[config.mk]
export PLATFORM = sky130hd
export DESIGN_NAME = cc_alu_fibonacci_sequencer
export DESIGN_NICKNAME = d
export VERILOG_FILES = /design/src/rtl/cc_aluseq_pkg.sv /design/src/rtl/cc_aluseq_counter.sv /design/src/rtl/cc_alu_fibonacci_sequencer.sv
export SDC_FILE = /design/constraint.sdc
export NUM_CORES = 1
export LEC_CHECK = 0
export BUFFER_PORTS_ARGS = -buffer_cell sky130_fd_sc_hd__buf_2
export CAP_MARGIN = 10
export CORE_AREA = 2 2 71 73
export DETAILED_ROUTE_END_ITERATION = 8
export DIE_AREA = 0 0 73 75
export PLACE_DENSITY_LB_ADDON = 0.05
export SYNTH_ARGS = -nofsm -noshare
export SYNTH_HDL_FRONTEND = slang
export SYNTH_HIERARCHICAL = 1
export SYNTH_SLANG_ARGS = --single-unit
export TNS_END_PERCENT = 20
[constraint.sdc]
create_clock -name CC_ALUSEQ_CLOCK_50 -period 2.1 [get_ports CC_ALUSEQ_CLOCK_50]
set_input_delay 0.42 -clock CC_ALUSEQ_CLOCK_50 [delete_from_list [all_inputs] [get_ports CC_ALUSEQ_CLOCK_50]]
set_output_delay 0.42 -clock CC_ALUSEQ_CLOCK_50 [all_outputs]
set_load 0.005 [all_outputs]
[src/rtl/cc_aluseq_pkg.sv]
// Shared widths, ALU opcodes and sequencer state encoding for the Fibonacci ALU sequencer.
package cc_aluseq_pkg;

    localparam int DATAWIDTH_BUS           = 8;
    localparam int DATAWIDTH_ALU_SELECTION = 4;
    localparam int DATAWIDTH_COUNT         = 5;

    typedef logic [DATAWIDTH_BUS-1:0]           data_t;
    typedef logic [DATAWIDTH_ALU_SELECTION-1:0] alu_sel_t;
    typedef logic [DATAWIDTH_COUNT-1:0]         count_t;

    localparam alu_sel_t ALU_OP_BUSA = 4'b0000;
    localparam alu_sel_t ALU_OP_ADD  = 4'b1000;
    localparam alu_sel_t ALU_OP_INCA = 4'b1010;
    localparam alu_sel_t ALU_OP_NOP  = 4'b1111;

    typedef enum logic [1:0] {
        IDLE = 2'd0,
        RUN  = 2'd1,
        DONE = 2'd2
    } state_e;

endpackage

[src/rtl/cc_aluseq_counter.sv]
// Term index counter: latches N on load, clears the index, increments per term, flags k == N-1.
module cc_aluseq_counter
    import cc_aluseq_pkg::*;
(
    input  logic   clk,
    input  logic   rst_n,
    input  logic   load,
    input  logic   inc,
    input  count_t terms_in,
    output count_t count,
    output logic   last
);

    count_t count_q, count_d;
    count_t terms_q, terms_d;

    always_comb begin
        terms_d = terms_q;
        count_d = count_q;
        if (load) begin
            terms_d = terms_in;
            count_d = '0;
        end else if (inc) begin
            count_d = count_q + count_t'(1);
        end
    end

    // NOTE: sequential state uses non-blocking assignments so every flop samples pre-edge values.
    always_ff @(posedge clk or negedge rst_n) begin
        if (!rst_n) begin
            count_q <= '0;
            terms_q <= '0;
        end else begin
            count_q <= count_d;
            terms_q <= terms_d;
        end
    end

    assign count = count_q;
    assign last  = (count_q == terms_q - count_t'(1));

endmodule

[src/rtl/cc_alu_fibonacci_sequencer.sv]
// Drives the shared ALU to stream Fibonacci terms F0..F(N-1), one per clock, with sticky overflow.
// Define CC_ALUSEQ_WRAP_EN to keep running through a carry and emit wrapped terms.
module cc_alu_fibonacci_sequencer
    import cc_aluseq_pkg::*;
(
    input  logic                               CC_ALUSEQ_CLOCK_50,
    input  logic                               CC_ALUSEQ_RESET_InLow,
    input  logic                               CC_ALUSEQ_start_InHigh,
    input  logic [DATAWIDTH_COUNT-1:0]         CC_ALUSEQ_terms_InBUS,
    output logic                               CC_ALUSEQ_busy_OutHigh,
    output logic                               CC_ALUSEQ_done_OutHigh,
    output logic                               CC_ALUSEQ_overflow_OutHigh,
    output logic                               CC_ALUSEQ_valid_OutHigh,
    output logic [DATAWIDTH_BUS-1:0]           CC_ALUSEQ_value_OutBUS,
    output logic [DATAWIDTH_COUNT-1:0]         CC_ALUSEQ_index_OutBUS,
    output logic [DATAWIDTH_ALU_SELECTION-1:0] CC_ALUSEQ_aluSelection_OutBUS,
    output logic [DATAWIDTH_BUS-1:0]           CC_ALUSEQ_aluDataA_OutBUS,
    output logic [DATAWIDTH_BUS-1:0]           CC_ALUSEQ_aluDataB_OutBUS,
    input  logic [DATAWIDTH_BUS-1:0]           CC_ALUSEQ_aluResult_InBUS,
    input  logic                               CC_ALUSEQ_aluCarry_InLow
);

`ifdef CC_ALUSEQ_WRAP_EN
    localparam bit STOP_ON_CARRY = 1'b0;
`else
    localparam bit STOP_ON_CARRY = 1'b1;
`endif

    state_e state_q, state_d;
    data_t  reg_a_q, reg_a_d;
    data_t  reg_b_q, reg_b_d;
    data_t  value_q, value_d;
    count_t index_q, index_d;
    logic   valid_q, valid_d;
    logic   overflow_q, overflow_d;
    logic   busy_q, busy_d;
    logic   done_q, done_d;

    count_t   k;
    logic     k_last;
    logic     cnt_load, cnt_inc;
    logic     is_add, carry;
    alu_sel_t alu_sel;
    data_t    alu_a, alu_b;

    cc_aluseq_counter u_counter (
        .clk      (CC_ALUSEQ_CLOCK_50),
        .rst_n    (CC_ALUSEQ_RESET_InLow),
        .load     (cnt_load),
        .inc      (cnt_inc),
        .terms_in (CC_ALUSEQ_terms_InBUS),
        .count    (k),
        .last     (k_last)
    );

    // ALU drive is a pure decode of state and index so the result is ready within the same cycle.
    always_comb begin
        alu_sel = ALU_OP_NOP;
        alu_a   = '0;
        alu_b   = '0;
        if (state_q == RUN) begin
            if (k == '0) begin
                alu_sel = ALU_OP_BUSA;
            end else if (k == count_t'(1)) begin
                alu_sel = ALU_OP_INCA;
            end else begin
                alu_sel = ALU_OP_ADD;
                alu_a   = reg_a_q;
                alu_b   = reg_b_q;
            end
        end
    end

    assign is_add = (state_q == RUN) && (k > count_t'(1));
    assign carry  = is_add && !CC_ALUSEQ_aluCarry_InLow;

    // NOTE: every signal written here gets a default first, so no latches are inferred.
    always_comb begin
        state_d    = state_q;
        reg_a_d    = reg_a_q;
        reg_b_d    = reg_b_q;
        value_d    = value_q;
        index_d    = index_q;
        valid_d    = 1'b0;
        overflow_d = overflow_q;
        cnt_load   = 1'b0;
        cnt_inc    = 1'b0;

        unique case (state_q)
            IDLE: begin
                if (CC_ALUSEQ_start_InHigh) begin
                    overflow_d = 1'b0;
                    cnt_load   = 1'b1;
                    state_d    = (CC_ALUSEQ_terms_InBUS == '0) ? DONE : RUN;
                end
            end
            RUN: begin
                if (carry) overflow_d = 1'b1;
                if (carry && STOP_ON_CARRY) begin
                    state_d = DONE;
                end else begin
                    valid_d = 1'b1;
                    value_d = CC_ALUSEQ_aluResult_InBUS;
                    index_d = k;
                    if (k == '0) begin
                        reg_a_d = '0;
                        reg_b_d = '0;
                    end else if (k == count_t'(1)) begin
                        reg_b_d = CC_ALUSEQ_aluResult_InBUS;
                    end else begin
                        reg_a_d = reg_b_q;
                        reg_b_d = CC_ALUSEQ_aluResult_InBUS;
                    end
                    if (k_last) state_d = DONE;
                    else        cnt_inc = 1'b1;
                end
            end
            DONE:    state_d = IDLE;
            default: state_d = IDLE;
        endcase

        busy_d = (state_d == RUN);
        done_d = (state_d == DONE);
    end

    always_ff @(posedge CC_ALUSEQ_CLOCK_50 or negedge CC_ALUSEQ_RESET_InLow) begin
        if (!CC_ALUSEQ_RESET_InLow) begin
            state_q    <= IDLE;
            reg_a_q    <= '0;
            reg_b_q    <= '0;
            value_q    <= '0;
            index_q    <= '0;
            valid_q    <= 1'b0;
            overflow_q <= 1'b0;
            busy_q     <= 1'b0;
            done_q     <= 1'b0;
        end else begin
            state_q    <= state_d;
            reg_a_q    <= reg_a_d;
            reg_b_q    <= reg_b_d;
            value_q    <= value_d;
            index_q    <= index_d;
            valid_q    <= valid_d;
            overflow_q <= overflow_d;
            busy_q     <= busy_d;
            done_q     <= done_d;
        end
    end

    assign CC_ALUSEQ_busy_OutHigh        = busy_q;
    assign CC_ALUSEQ_done_OutHigh        = done_q;
    assign CC_ALUSEQ_overflow_OutHigh    = overflow_q;
    assign CC_ALUSEQ_valid_OutHigh       = valid_q;
    assign CC_ALUSEQ_value_OutBUS        = value_q;
    assign CC_ALUSEQ_index_OutBUS        = index_q;
    assign CC_ALUSEQ_aluSelection_OutBUS = alu_sel;
    assign CC_ALUSEQ_aluDataA_OutBUS     = alu_a;
    assign CC_ALUSEQ_aluDataB_OutBUS     = alu_b;

endmodule

==> results <==
- Global routing used 20.8% of the available tracks across all layers.
- The worst-margin pin slew is 0.579 ns.
- Entering global routing, the biggest net connects 46 pins.
- The estimated wirelength of the detail-placed design is 3660 um.
- After detailed placement, the total cell area comes to 2510 um^2.
- Along the worst path, the maximum fanout reaches 9.
- The number of antenna-violating nets in the routed design is 0.
- The total global routing overflow is 0.
- In this run the worst hold path is classified as input port to asynchronous set/reset pin.
- During I/O placement, the number of pins put on the boundary was 54.
- The number of DRC violations after detailed-routing iteration 0 is 79.
- Before CTS, the worst setup slack after placement is -0.0860 ns.
- In this run the clock root is driven by a sky130_fd_sc_hd__clkbuf_8.
- The worst setup path is captured at a primary output.
- The number of global-route vias before repair is 1692.
- The kind of start point of the critical path is a flop.
- The average wire length per cell after detail routing is 17.8 um.
- The reg-to-reg endpoint is u_counter/count[4].
- The aggregate negative setup slack is 0 ns.
- The flow ran to the end, and the final reports show no timing, DRC or antenna violations.
- The number of antenna violations at the first check in global routing is 0.
- Timing would allow up to 477 MHz.
- The setup violation total in the final timing report is 0.
- The main flop type after synthesis is sky130_fd_sc_hd__dfrtp_1.
- The library cell used most frequently in the layout, excluding fill and tap cells, is sky130_fd_sc_hd__buf_2.
- Yosys mapped a number of flops with a built-in enable equal to 0.
- The total non-filler cell area in the finished layout is 2750 um^2.
- The final critical path takes up 99.7% of the cycle.
- The floorplan step defined a die boundary enclosing 5480 um^2.
- The number of placed instances, taps included, is 286.
- Routability-driven placement finished with a final weighted congestion of 0.872.
- The detailed-routing iteration count for the pre-antenna-repair pass is 4.
- Setup slack on the worst reg-to-reg path comes out at 0.10 ns.
- The number of buffers created by CTS is 5.
- After filler insertion, the fill cell instance count of the layout stands at 397.
- The final count of pins violating max slew is 0.
- The routed layout has 1738 vias.
- A synthesized cell averages 11.9 um^2.
- The leakage power figure is 0.00139 uW.
- The top cell types in the final layout, fill and taps aside, are sky130_fd_sc_hd__buf_2 (53), sky130_fd_sc_hd__dfrtp_1 (44), sky130_fd_sc_hd__buf_4 (21), sky130_fd_sc_hd__nor2b_1 (10), sky130_fd_sc_hd__and3_1 (9).
- The initial core utilization is 45.5%.
- The async set-reset flop share out of synthesis is 100%.
- The data arrival time of the critical path is 1.67 ns.
- Yosys printed 6 warnings.
- The final antenna diode count is 0.
- Between clock sinks in the finished design, the worst skew comes to 0.00279 ns.
- Counting distinct cell types in the post-synthesis netlist gives 40.
- The final worst setup slack is 0.00552 ns.
- The fraction of final layout cells sized beyond drive strength 1 is 47.4%.
- The worst endpoint required time is 1.68 ns.
- The die is 75 um tall.
- Setup repair after global routing could not meet its margin everywhere.
- The number of non-filler instances in the completed layout is 303.
- The worst-case IR drop observed on VDD is 631 uV.
- The post-synthesis net count is 198.
- The total power divided by cell area is 1550 nW/um^2.
- The sequential cell area fraction in the yosys report is 53.1%.
- After synthesis the netlist holds a flip-flop and latch count of 45.
- The mapped netlist covers 2120 um^2.
- The count of buffers inserted at the top-level ports is 53.
- The first-pass GRT wire length is 8510 um.
- The total DRC errors in the routed layout is 0.
- The tightest slew margin relative to the limit is 61.4%.
- The core area is 4660 um^2.
- The clock sink count is 45.
- The area growth from synthesis to layout is 29.5%.
- The critical path class is flop to primary output.
- The ratio of routed vias to standard cells is 5.74.
- In this run the number of H-tree levels came out at 2.
- The final net count is 267.
- The logic depth of the worst register-to-register path is 8.
- The number of rows in the core area is 25.
- In this run the critical register-to-register path is launched from u_counter/count[3].
- The number of failing hold endpoints at the final stage is 0.
- TritonCTS built the clock tree.
- Wires add up to 5390 um.
- The count of maximum capacitance violations is 0.
- The longest clock path from root to sink contains 2 buffers.
- The worst path in the final design needs a cycle of 2.09 ns, including I/O delays and setup.
- The gate count after technology mapping is 179.
- The floorplan die width is 73 um.
- Clock-pin slew was measured on the worst setup and hold paths at 0.08 ns.
- The source-to-sink clock delay at the later pin of the worst-skew pair is 0.29 ns.
==> registers in the layout, indices dropped and copies added (netlist names) <==
signal                      count
reg_a_q                         8
CC_ALUSEQ_busy_OutHigh          1
u_counter/terms_q               5
CC_ALUSEQ_index_OutBUS          5
CC_ALUSEQ_valid_OutHigh         1
CC_ALUSEQ_done_OutHigh          1
reg_b_q                         8
u_counter/count                 5
CC_ALUSEQ_value_OutBUS          8
state_q                         2
CC_ALUSEQ_overflow_OutHigh      1
==> Yosys cell counts, types with 2 or more instances <==
cell type                   number  area (um^2)
sky130_fd_sc_hd__nor2_1          7         26.3
sky130_fd_sc_hd__a32o_2          8         90.1
sky130_fd_sc_hd__nor3_1          3         15.0
sky130_fd_sc_hd__xor2_1          5         43.8
sky130_fd_sc_hd__inv_1           6         22.5
sky130_fd_sc_hd__ha_1            2         25.0
sky130_fd_sc_hd__nand4_1         2         12.5
sky130_fd_sc_hd__a221o_1         2         20.0
sky130_fd_sc_hd__o21ai_1         3         15.0
sky130_fd_sc_hd__o32ai_1         2         17.5
sky130_fd_sc_hd__dfrtp_1        45         1130
sky130_fd_sc_hd__a31oi_1         8         50.1
sky130_fd_sc_hd__o2bb2ai_1       8         70.1
sky130_fd_sc_hd__xnor2_1         4         35.0
sky130_fd_sc_hd__a32o_1          4         40.0
sky130_fd_sc_hd__and3_1         10         62.6
sky130_fd_sc_hd__clkbuf_1       10         37.5
sky130_fd_sc_hd__nand2_1         3         11.3
sky130_fd_sc_hd__nor2b_1        11         68.8
sky130_fd_sc_hd__mux2_2          8         90.1
sky130_fd_sc_hd__mux2_1          4         45.0
sky130_fd_sc_hd__and3_2          6         45.0
==> critical path, cell delays in order (launching register included) <==
cell,delay [ns]
sky130_fd_sc_hd__dfrtp_1,0.42
sky130_fd_sc_hd__or4_4,0.62
sky130_fd_sc_hd__and3_1,0.22
sky130_fd_sc_hd__buf_2,0.12
==> metrics by stage <==
| step | hold WS [ns] | power, uW | util [%] |
|---|---|---|---|
| 2_1_floorplan | 0.124 | 2690 | - |
| 3_3_place_gp | 0.454 | 3270 | 53.9 |
| 3_5_place_dp | 0.467 | 3350 | 53.9 |
| 4_1_cts | 0.222 | 4140 | 57.6 |
| 5_1_grt | 0.249 | 4570 | 59.0 |
| 6_report | 0.208 | 4270 | 59.0 |
==> what timing repair did <==
action | in CTS | in global routing
hold buffers | 0 | 0
buffers inserted | 2 | 6
setup endpoints to repair | 19 | 21
resized for setup | 8 | 7
cloned | 1 | 0
pin swaps | 2 | 10
==> routing by layer <==
metal  global-route usage [%]  share of wire, %  vias up
met5                        0                 0        -
met4                     8.02               1.7        0
met3                     4.82               5.2        8
met2                     32.3                48       50
met1                     28.4                45      867
li1                         -                 -      813
==> layout make-up <==
class,instances,area [um^2],area share (%)
clock inverter,1,30.0,1.09
timing repair buffer,74,423,15.4
multi-input combinational,116,992,36.1
tap,54,67.6,2.46
inverter,6,22.5,0.819
sequential,45,1130,41.0
clock buffer,7,86.3,3.14
==> worst max-delay path by stage <==
stage | slack, ns | end | startpoint | cells past startpoint
after floorplan | 0.04 | u_counter/count[4] | u_counter/terms_q[0] | 9
after global placement | 0.11 | u_counter/count[4] | u_counter/terms_q[0] | 9
after detailed placement | -0.09 | u_counter/count[4] | u_counter/terms_q[0] | 9
after CTS | -0.02 | u_counter/count[4] | u_counter/terms_q[0] | 9
after global routing | -0.04 | CC_ALUSEQ_aluDataA_OutBUS[1] | u_counter/count[4] | 3
final | 0.006 | CC_ALUSEQ_aluDataB_OutBUS[4] | u_counter/count[4] | 3
==> kinds of logic after synthesis <==
| group | share of synthesized area (%) |
|---|---|
| AO/OA/AOI/OAI | 16.0 |
| XOR/XNOR | 3.71 |
| adder cells (fa/ha/maj) | 1.18 |
| buffers and inverters | 3.95 |
| flip-flops | 53.1 |
| multiplexers | 7.55 |
| AND/OR/NAND/NOR | 14.5 |
==> power breakdown <==
| group | internal (uW) | leakage [uW] | switching, uW |
|---|---|---|---|
| sequential | 1200 | 0.000575 | 252 |
| combinational | 1070 | 0.000760 | 1070 |
| clock | 388 | 0.0000585 | 287 |
(Power assumes the default switching activity.)
